--- config.mk ---
export PLATFORM = sky130hd
export DESIGN_NAME = mips_multicycle_ctrl
export DESIGN_NICKNAME = d
export VERILOG_FILES = /design/src/rtl/mips_multicycle_ctrl.sv
export SDC_FILE = /design/constraint.sdc
export NUM_CORES = 1
export LEC_CHECK = 0
export ABC_AREA = 1
export CORE_MARGIN = 2
export CORE_UTILIZATION = 36
export CTS_BUF_LIST = sky130_fd_sc_hd__clkbuf_16
export DETAILED_ROUTE_END_ITERATION = 7
export PLACE_DENSITY = 0.78
export SYNTH_ARGS = -nofsm -noshare
export SYNTH_HDL_FRONTEND = slang
export SYNTH_SLANG_ARGS = --single-unit
--- constraint.sdc ---
create_clock -name clk -period 1.4 [get_ports clk]
set_input_delay 0.28 -clock clk [delete_from_list [all_inputs] [get_ports clk]]
set_output_delay 0.28 -clock clk [all_outputs]
set_load 0.05 [all_outputs]
--- src/rtl/mips_multicycle_ctrl.sv ---
// Multicycle MIPS control unit: a Moore FSM that sequences fetch, decode,
// execute, memory and writeback for lw, sw, R-type, beq, addi and j. It drives
// every datapath enable and mux select and derives the ALU function code F.
module mips_multicycle_ctrl #(
  parameter bit ILLEGAL_CHECK = 1'b1
) (
  input  logic       clk,
  input  logic       rst_n,
  input  logic [5:0] Op,
  input  logic [5:0] Funct,
  input  logic       Zero,
  output logic [2:0] F,
  output logic       IorD,
  output logic       MemWrite,
  output logic       IRWrite,
  output logic       RegDst,
  output logic       MemtoReg,
  output logic       RegWrite,
  output logic       ALUSrcA,
  output logic [1:0] ALUSrcB,
  output logic [1:0] PCSrc,
  output logic       PCEn,
  output logic [3:0] state,
  output logic       err
);

  typedef enum logic [3:0] {
    StFetch   = 4'd0,
    StDecode  = 4'd1,
    StMemAdr  = 4'd2,
    StMemRd   = 4'd3,
    StMemWb   = 4'd4,
    StMemWr   = 4'd5,
    StExecute = 4'd6,
    StAluWb   = 4'd7,
    StBranch  = 4'd8,
    StAddiEx  = 4'd9,
    StAddiWb  = 4'd10,
    StJump    = 4'd11
  } state_e;

  localparam logic [5:0] OpLw    = 6'b100011;
  localparam logic [5:0] OpSw    = 6'b101011;
  localparam logic [5:0] OpRtype = 6'b000000;
  localparam logic [5:0] OpBeq   = 6'b000100;
  localparam logic [5:0] OpAddi  = 6'b001000;
  localparam logic [5:0] OpJ     = 6'b000010;

  localparam logic [2:0] FAnd = 3'b000;
  localparam logic [2:0] FOr  = 3'b001;
  localparam logic [2:0] FAdd = 3'b010;
  localparam logic [2:0] FSub = 3'b110;
  localparam logic [2:0] FSlt = 3'b111;

  state_e     state_q, state_d;
  logic       err_q, err_d;
  logic       illegal;
  logic       funct_legal;
  logic [2:0] funct_f;
  logic       pc_write;
  logic       branch;

  // R-type Funct to ALU function, plus whether the Funct is one we support.
  always_comb begin
    funct_legal = 1'b1;
    funct_f     = FAdd;
    case (Funct)
      6'b100000: funct_f = FAdd;
      6'b100010: funct_f = FSub;
      6'b100100: funct_f = FAnd;
      6'b100101: funct_f = FOr;
      6'b101010: funct_f = FSlt;
      default:   funct_legal = 1'b0;
    endcase
  end

  // Next-state logic; illegal encodings are caught in DECODE so no write state is reached.
  always_comb begin
    state_d = StFetch;
    err_d   = err_q;
    illegal = 1'b0;
    case (state_q)
      StFetch:  state_d = StDecode;
      StDecode: begin
        case (Op)
          OpLw, OpSw: state_d = StMemAdr;
          OpRtype: begin
            if (funct_legal) state_d = StExecute;
            else             illegal = 1'b1;
          end
          OpBeq:   state_d = StBranch;
          OpAddi:  state_d = StAddiEx;
          OpJ:     state_d = StJump;
          default: illegal = 1'b1;
        endcase
        if (illegal && ILLEGAL_CHECK) err_d = 1'b1;
      end
      StMemAdr:  state_d = (Op == OpSw) ? StMemWr : StMemRd;
      StMemRd:   state_d = StMemWb;
      StExecute: state_d = StAluWb;
      StAddiEx:  state_d = StAddiWb;
      default:   state_d = StFetch;  // writeback/branch/jump states and unused encodings
    endcase
  end

  // State and sticky error register with asynchronous reset.
  always_ff @(posedge clk or negedge rst_n) begin
    if (!rst_n) begin
      state_q <= StFetch;
      err_q   <= 1'b0;
    end else begin
      state_q <= state_d;
      err_q   <= err_d;
    end
  end

  // Moore output decode; write enables are suppressed while reset is held.
  always_comb begin
    F        = FAdd;
    IorD     = 1'b0;
    MemWrite = 1'b0;
    IRWrite  = 1'b0;
    RegDst   = 1'b0;
    MemtoReg = 1'b0;
    RegWrite = 1'b0;
    ALUSrcA  = 1'b0;
    ALUSrcB  = 2'b00;
    PCSrc    = 2'b00;
    pc_write = 1'b0;
    branch   = 1'b0;
    case (state_q)
      StFetch: begin
        IRWrite  = 1'b1;
        pc_write = 1'b1;
        ALUSrcB  = 2'b01;
      end
      StDecode: ALUSrcB = 2'b11;
      StMemAdr: begin
        ALUSrcA = 1'b1;
        ALUSrcB = 2'b10;
      end
      StMemRd: IorD = 1'b1;
      StMemWb: begin
        MemtoReg = 1'b1;
        RegWrite = 1'b1;
      end
      StMemWr: begin
        IorD     = 1'b1;
        MemWrite = 1'b1;
      end
      StExecute: begin
        ALUSrcA = 1'b1;
        F       = funct_f;
      end
      StAluWb: begin
        RegDst   = 1'b1;
        RegWrite = 1'b1;
      end
      StBranch: begin
        ALUSrcA = 1'b1;
        F       = FSub;
        PCSrc   = 2'b01;
        branch  = 1'b1;
      end
      StAddiEx: begin
        ALUSrcA = 1'b1;
        ALUSrcB = 2'b10;
      end
      StAddiWb: RegWrite = 1'b1;
      StJump: begin
        PCSrc    = 2'b10;
        pc_write = 1'b1;
      end
      default: ;
    endcase
    PCEn = pc_write | (branch & Zero);
    if (!rst_n) begin
      IRWrite  = 1'b0;
      PCEn     = 1'b0;
      MemWrite = 1'b0;
      RegWrite = 1'b0;
    end
  end

  assign state = state_q;
  assign err   = err_q;

endmodule
==> results of run 1 <==
## logic make-up after synthesis
group | Yosys count
buffers and inverters | 20
flip-flops | 5
AO/OA/AOI/OAI | 10
AND/OR/NAND/NOR | 69
## synth_stat cells
| cell | n | area [sq um] |
|---|---|---|
| nand2_2 | 2 | 12.5 |
| nand4_1 | 1 | 6.26 |
| nand4_2 | 1 | 12.5 |
| o22ai_1 | 2 | 12.5 |
| o21ai_2 | 1 | 8.76 |
| nor3_4 | 1 | 16.3 |
| nor2_2 | 1 | 6.26 |
| nand2_1 | 23 | 86.3 |
| nor2_4 | 2 | 22.5 |
| inv_2 | 2 | 7.51 |
| dfrtp_1 | 5 | 125 |
| o21ai_0 | 2 | 10.0 |
| o21ai_1 | 1 | 5.00 |
| nor2_1 | 24 | 90.1 |
| a21oi_1 | 1 | 5.00 |
| a21oi_2 | 1 | 8.76 |
| a41oi_1 | 1 | 8.76 |
| nand3_1 | 14 | 70.1 |
| inv_1 | 18 | 67.6 |
| a31oi_1 | 1 | 6.26 |
## metrics by stage
stage               TNS, ns  setup WS [ns]
detailed placement    -3.27         -0.574
global placement      -1.62         -0.357
floorplan             -2.74         -0.442
==> impl_metrics.yaml, run 1 <==
outcome:
  status: "stopped before the end"
  tool.error: "[ERROR DPL-0038] Utilization greater than 100%, impossible to legalize"
  stop_stage: "4_1_cts"
die:
  placementRows: 14
  floorplan.initialDensity_pct: 38.6
  die_h_microns: 44.4
  die_w_microns: 44.4
  io_pins: 35
clocking:
  clock_sinks: 5
  clock_path_buffers: 2
  h-tree-depth: 1
  numCtsBuffers: 3
  clock-root-buffer: "clkbuf_16"
yosys:
  synth_top_family_by_area: "simple AND/OR/NAND/NOR gates"
  yosys_warnings: 0
  syn_avg_cell_area_sq_um: 5.65
  synthXorXnorAreaFrac_pct: 0
  synthesis.area_sq_um: 588
  synth-simple-area-share_pct: 54.9
  synth-compound-area-share_pct: 11.1
  synthAdderAreaFrac_pct: 0
  yosysSeqAreaShare_pct: 21.3
  netlist_instances: 104
  syn_nets: 119
  ys_types: 20
  synth_seq_cells: 5
  synthMuxAreaShare_pct: 0
place:
  hpwl_microns: 2540
  placed_area_sq_mm: 0.00146
  dp.cells: 183
  place_congestion: 0.805
  numPortBuffers: 34
==> run 2: changes to the inputs <==
--- a/config.mk
+++ b/config.mk
@@ -6,11 +6,10 @@
 export NUM_CORES = 1
 export LEC_CHECK = 0
 export ABC_AREA = 1
-export CORE_MARGIN = 2
-export CORE_UTILIZATION = 36
-export CTS_BUF_LIST = sky130_fd_sc_hd__clkbuf_16
+export CORE_AREA = 2 2 63 65
 export DETAILED_ROUTE_END_ITERATION = 7
-export PLACE_DENSITY = 0.78
+export DIE_AREA = 0 0 65 67
+export PLACE_DENSITY_LB_ADDON = 0.15
 export SYNTH_ARGS = -nofsm -noshare
 export SYNTH_HDL_FRONTEND = slang
 export SYNTH_SLANG_ARGS = --single-unit
==> run 2 against run 1 <==
  * The flow now finishes, with violations (negative setup slack)
  * Synthesized cell count is the same
  * Synthesized area unchanged
==> impl_metrics.yaml, run 2 <==
clocking:
  clk_pin_slew_ns: 0.03
  clock_path_buffers: 2
  h-tree-depth: 1
  clock-root-buffer: "clkbuf_8"
  clock_sinks: 5
  numCtsBuffers: 3
  cts_tree: "built"
  clkLatencyLatePin_ns: 0.22
worst_setup_path:
  reg2reg_to: "state[2]"
  critical_path_required_ns: 1.12
  worstPathMaxFanout: 5
  r2r_slack_ns: -0.01
  worstReg2RegStart: "state[3]"
  startpoint_type: "flop"
  reg2reg_depth: 10
  worstSetupPathType: "reg2out"
  critical_path_arrival_ns: 1.41
  end_kind: "output pin"
die:
  core-area_sq_mm: 0.00361
  io_pins: 35
  die_area_sq_mm: 0.00436
  floorplan.initialDensity_pct: 16.3
  die_w_microns: 65
  placementRows: 22
  die_h_microns: 67
routing:
  num_vias: 977
  antenna_left: 0
  drc: 0
  dr.pass1.iters: 4
  wirelength_microns: 2360
  vias_per_cell: 4.12
  wl_per_cell_microns: 9.94
  drtIter0Drc: 21
final_layout:
  nets: 205
  syn2layout_area_growth_pct: 209
  fin_area_sq_mm: 0.00182
  final_cell_mix: "buf_4, buf_12, nand2_1"
  largest_reg_flops: 4
  stdcell_count: 237
  drive_gt1_share_pct: 64.6
  fillers: 360
  antenna_cells: 0
  finish.utilization_pct: 50.4
  final_common_cell: "buf_4"
flow_run:
  maxCapViolations: 0
sta:
  setup_viol: 17
  worstMarginPinSlew_ns: 0.268
  worst_slack_ns: -0.285
  finalHoldViolations: 0
  hold_ws_ns: 0.500
  fin_crit_sh_pct: 120
  maxSlewHeadroom_pct: 82.1
  grt_setup_unrepaired: "yes"
  clock_skew_ns: 0.000716
  fin_crit_ns: 1.69
  max_freq_mhz: 593
  drv_slew: 0
power:
  total_power_mw: 2.68
  p_sw_mw: 1.23
  leakage_nw: 0.858
  p_int_mw: 1.45
  power_density_mw_per_mm2: 1470
  switching_share_pct: 45.9
  clockPowerShare_pct: 9.6
  vdd_ir_drop_max_v: 0.000645
  p_comb_share_pct: 80.7
  seqPwrFrac_pct: 9.6
global_routing:
  antenna_found_initial: 0
  grt_max_degree: 6
  grt_use_met1_pct: 12.3
  grtUsageMet2_pct: 22.3
  grt_pass1_wl_microns: 3890
  grt_util_all_layers_pct: 11.2
  grt_pass1_vias: 924
  busiest_layer: "met2"
  globalRouteOverflowTotal: 0
  use_met3_pct: 0.676
yosys:
  ys_async_sr_fraction_pct: 100
  ys_top_cells_by_count: "nor2_1, nand2_1, inv_1, nand3_1, dfrtp_1"
  yosys.cell_count.top_type: "nor2_1"
  syn_avg_cell_area_sq_um: 5.65
  ys_top_cells_by_area: "dfrtp_1, nor2_1, nand2_1"
  yosysSeqAreaShare_pct: 21.3
  synth_seq_cells: 5
  synth_area_leader_cell: "dfrtp_1"
  ys_types: 20
  syn_nets: 119
  yosys_warnings: 0
  synth_top_area_share_pct: 21.3
  synthesis.area_sq_um: 588
  ys.flop_type: "dfrtp_1"
  netlist_instances: 104
  synth_edf_count: 0
place:
  placed_area_sq_mm: 0.00155
  numPortBuffers: 34
  place_congestion: 0.814
  hpwl_microns: 1980
  dp.cells: 221
outcome:
  status: "finished, violations left"
  violations: "negative setup slack"
worst_hold_path:
  hold_class: "in2async"
run 2: worst max path at each step:
stage | from | to | slack (ns) | cells past startpoint
2_1_floorplan | state[0] | F[0] | -0.44 | 5
3_3_place_gp | Funct[5] | F[0] | -0.35 | 7
3_5_place_dp | Funct[5] | F[0] | -0.39 | 8
4_1_cts | state[3] | F[0] | -0.31 | 8
5_1_grt | state[1] | PCEn | -0.34 | 6
6_report | state[1] | PCEn | -0.29 | 6
run 2: per-stage QoR:
step	setup WS (ns)	TNS, ns
2_1_floorplan	-0.442	-2.74
3_3_place_gp	-0.353	-1.79
3_5_place_dp	-0.387	-2.21
4_1_cts	-0.305	-3.34
5_1_grt	-0.344	-4.19
6_report	-0.285	-3.25
run 2: critical path, stage by stage (launching register included):
cell and delay, ns:
dfrtp_4 0.52, nor2_4 0.13, inv_4 0.06, nor2_4 0.11
nand2_2 0.07, a21oi_4 0.14, buf_12 0.15
run 2: cells by family (layout without fill, tap and decap cells):
logic type	after synthesis	after routing	synth area share [%]
simple gates	69	69	54.9
buf+inv	20	105	12.8
compound gates	10	10	11.1
flops	5	5	21.3
run 2: area by class of cell:
cell class / instances / area [sq um] / share of cell area (%)
Tap cell: 48 / 60.1 / 3.31
Inverter: 20 / 82.6 / 4.55
Multi-Input combinational cell: 79 / 573 / 31.5
Timing Repair Buffer: 81 / 923 / 50.8
Sequential cell: 5 / 133 / 7.30
Clock buffer: 4 / 45.0 / 2.48
run 2: power by group through the flow:
stage | Sequential, mW | Combinational [mW] | Clock [mW]
floorplan | 0.374 | 0.799 | 0
global placement | 0.255 | 1.94 | 0
detailed placement | 0.256 | 1.94 | 0
CTS | 0.259 | 2.11 | 0.264
global route | 0.263 | 2.27 | 0.275
finish | 0.258 | 2.16 | 0.258
run 2: layer usage:
| layer | up-vias | wire length, microns |
|---|---|---|
| li1 | 505 | - |
| met1 | 446 | 903 |
| met2 | 24 | 1330 |
| met3 | 2 | 107 |
| met4 | 0 | 19 |
| met5 | - | 0 |
run 2: timing repair:
action	in CTS	in global routing
hold buffers	0	0
gates resized for setup	32	14
buffers inserted	5	8
setup endpoints to repair	15	21
endpoints found under the hold margin	0	0
pin swaps	11	14
(Power assumes the default switching activity.)
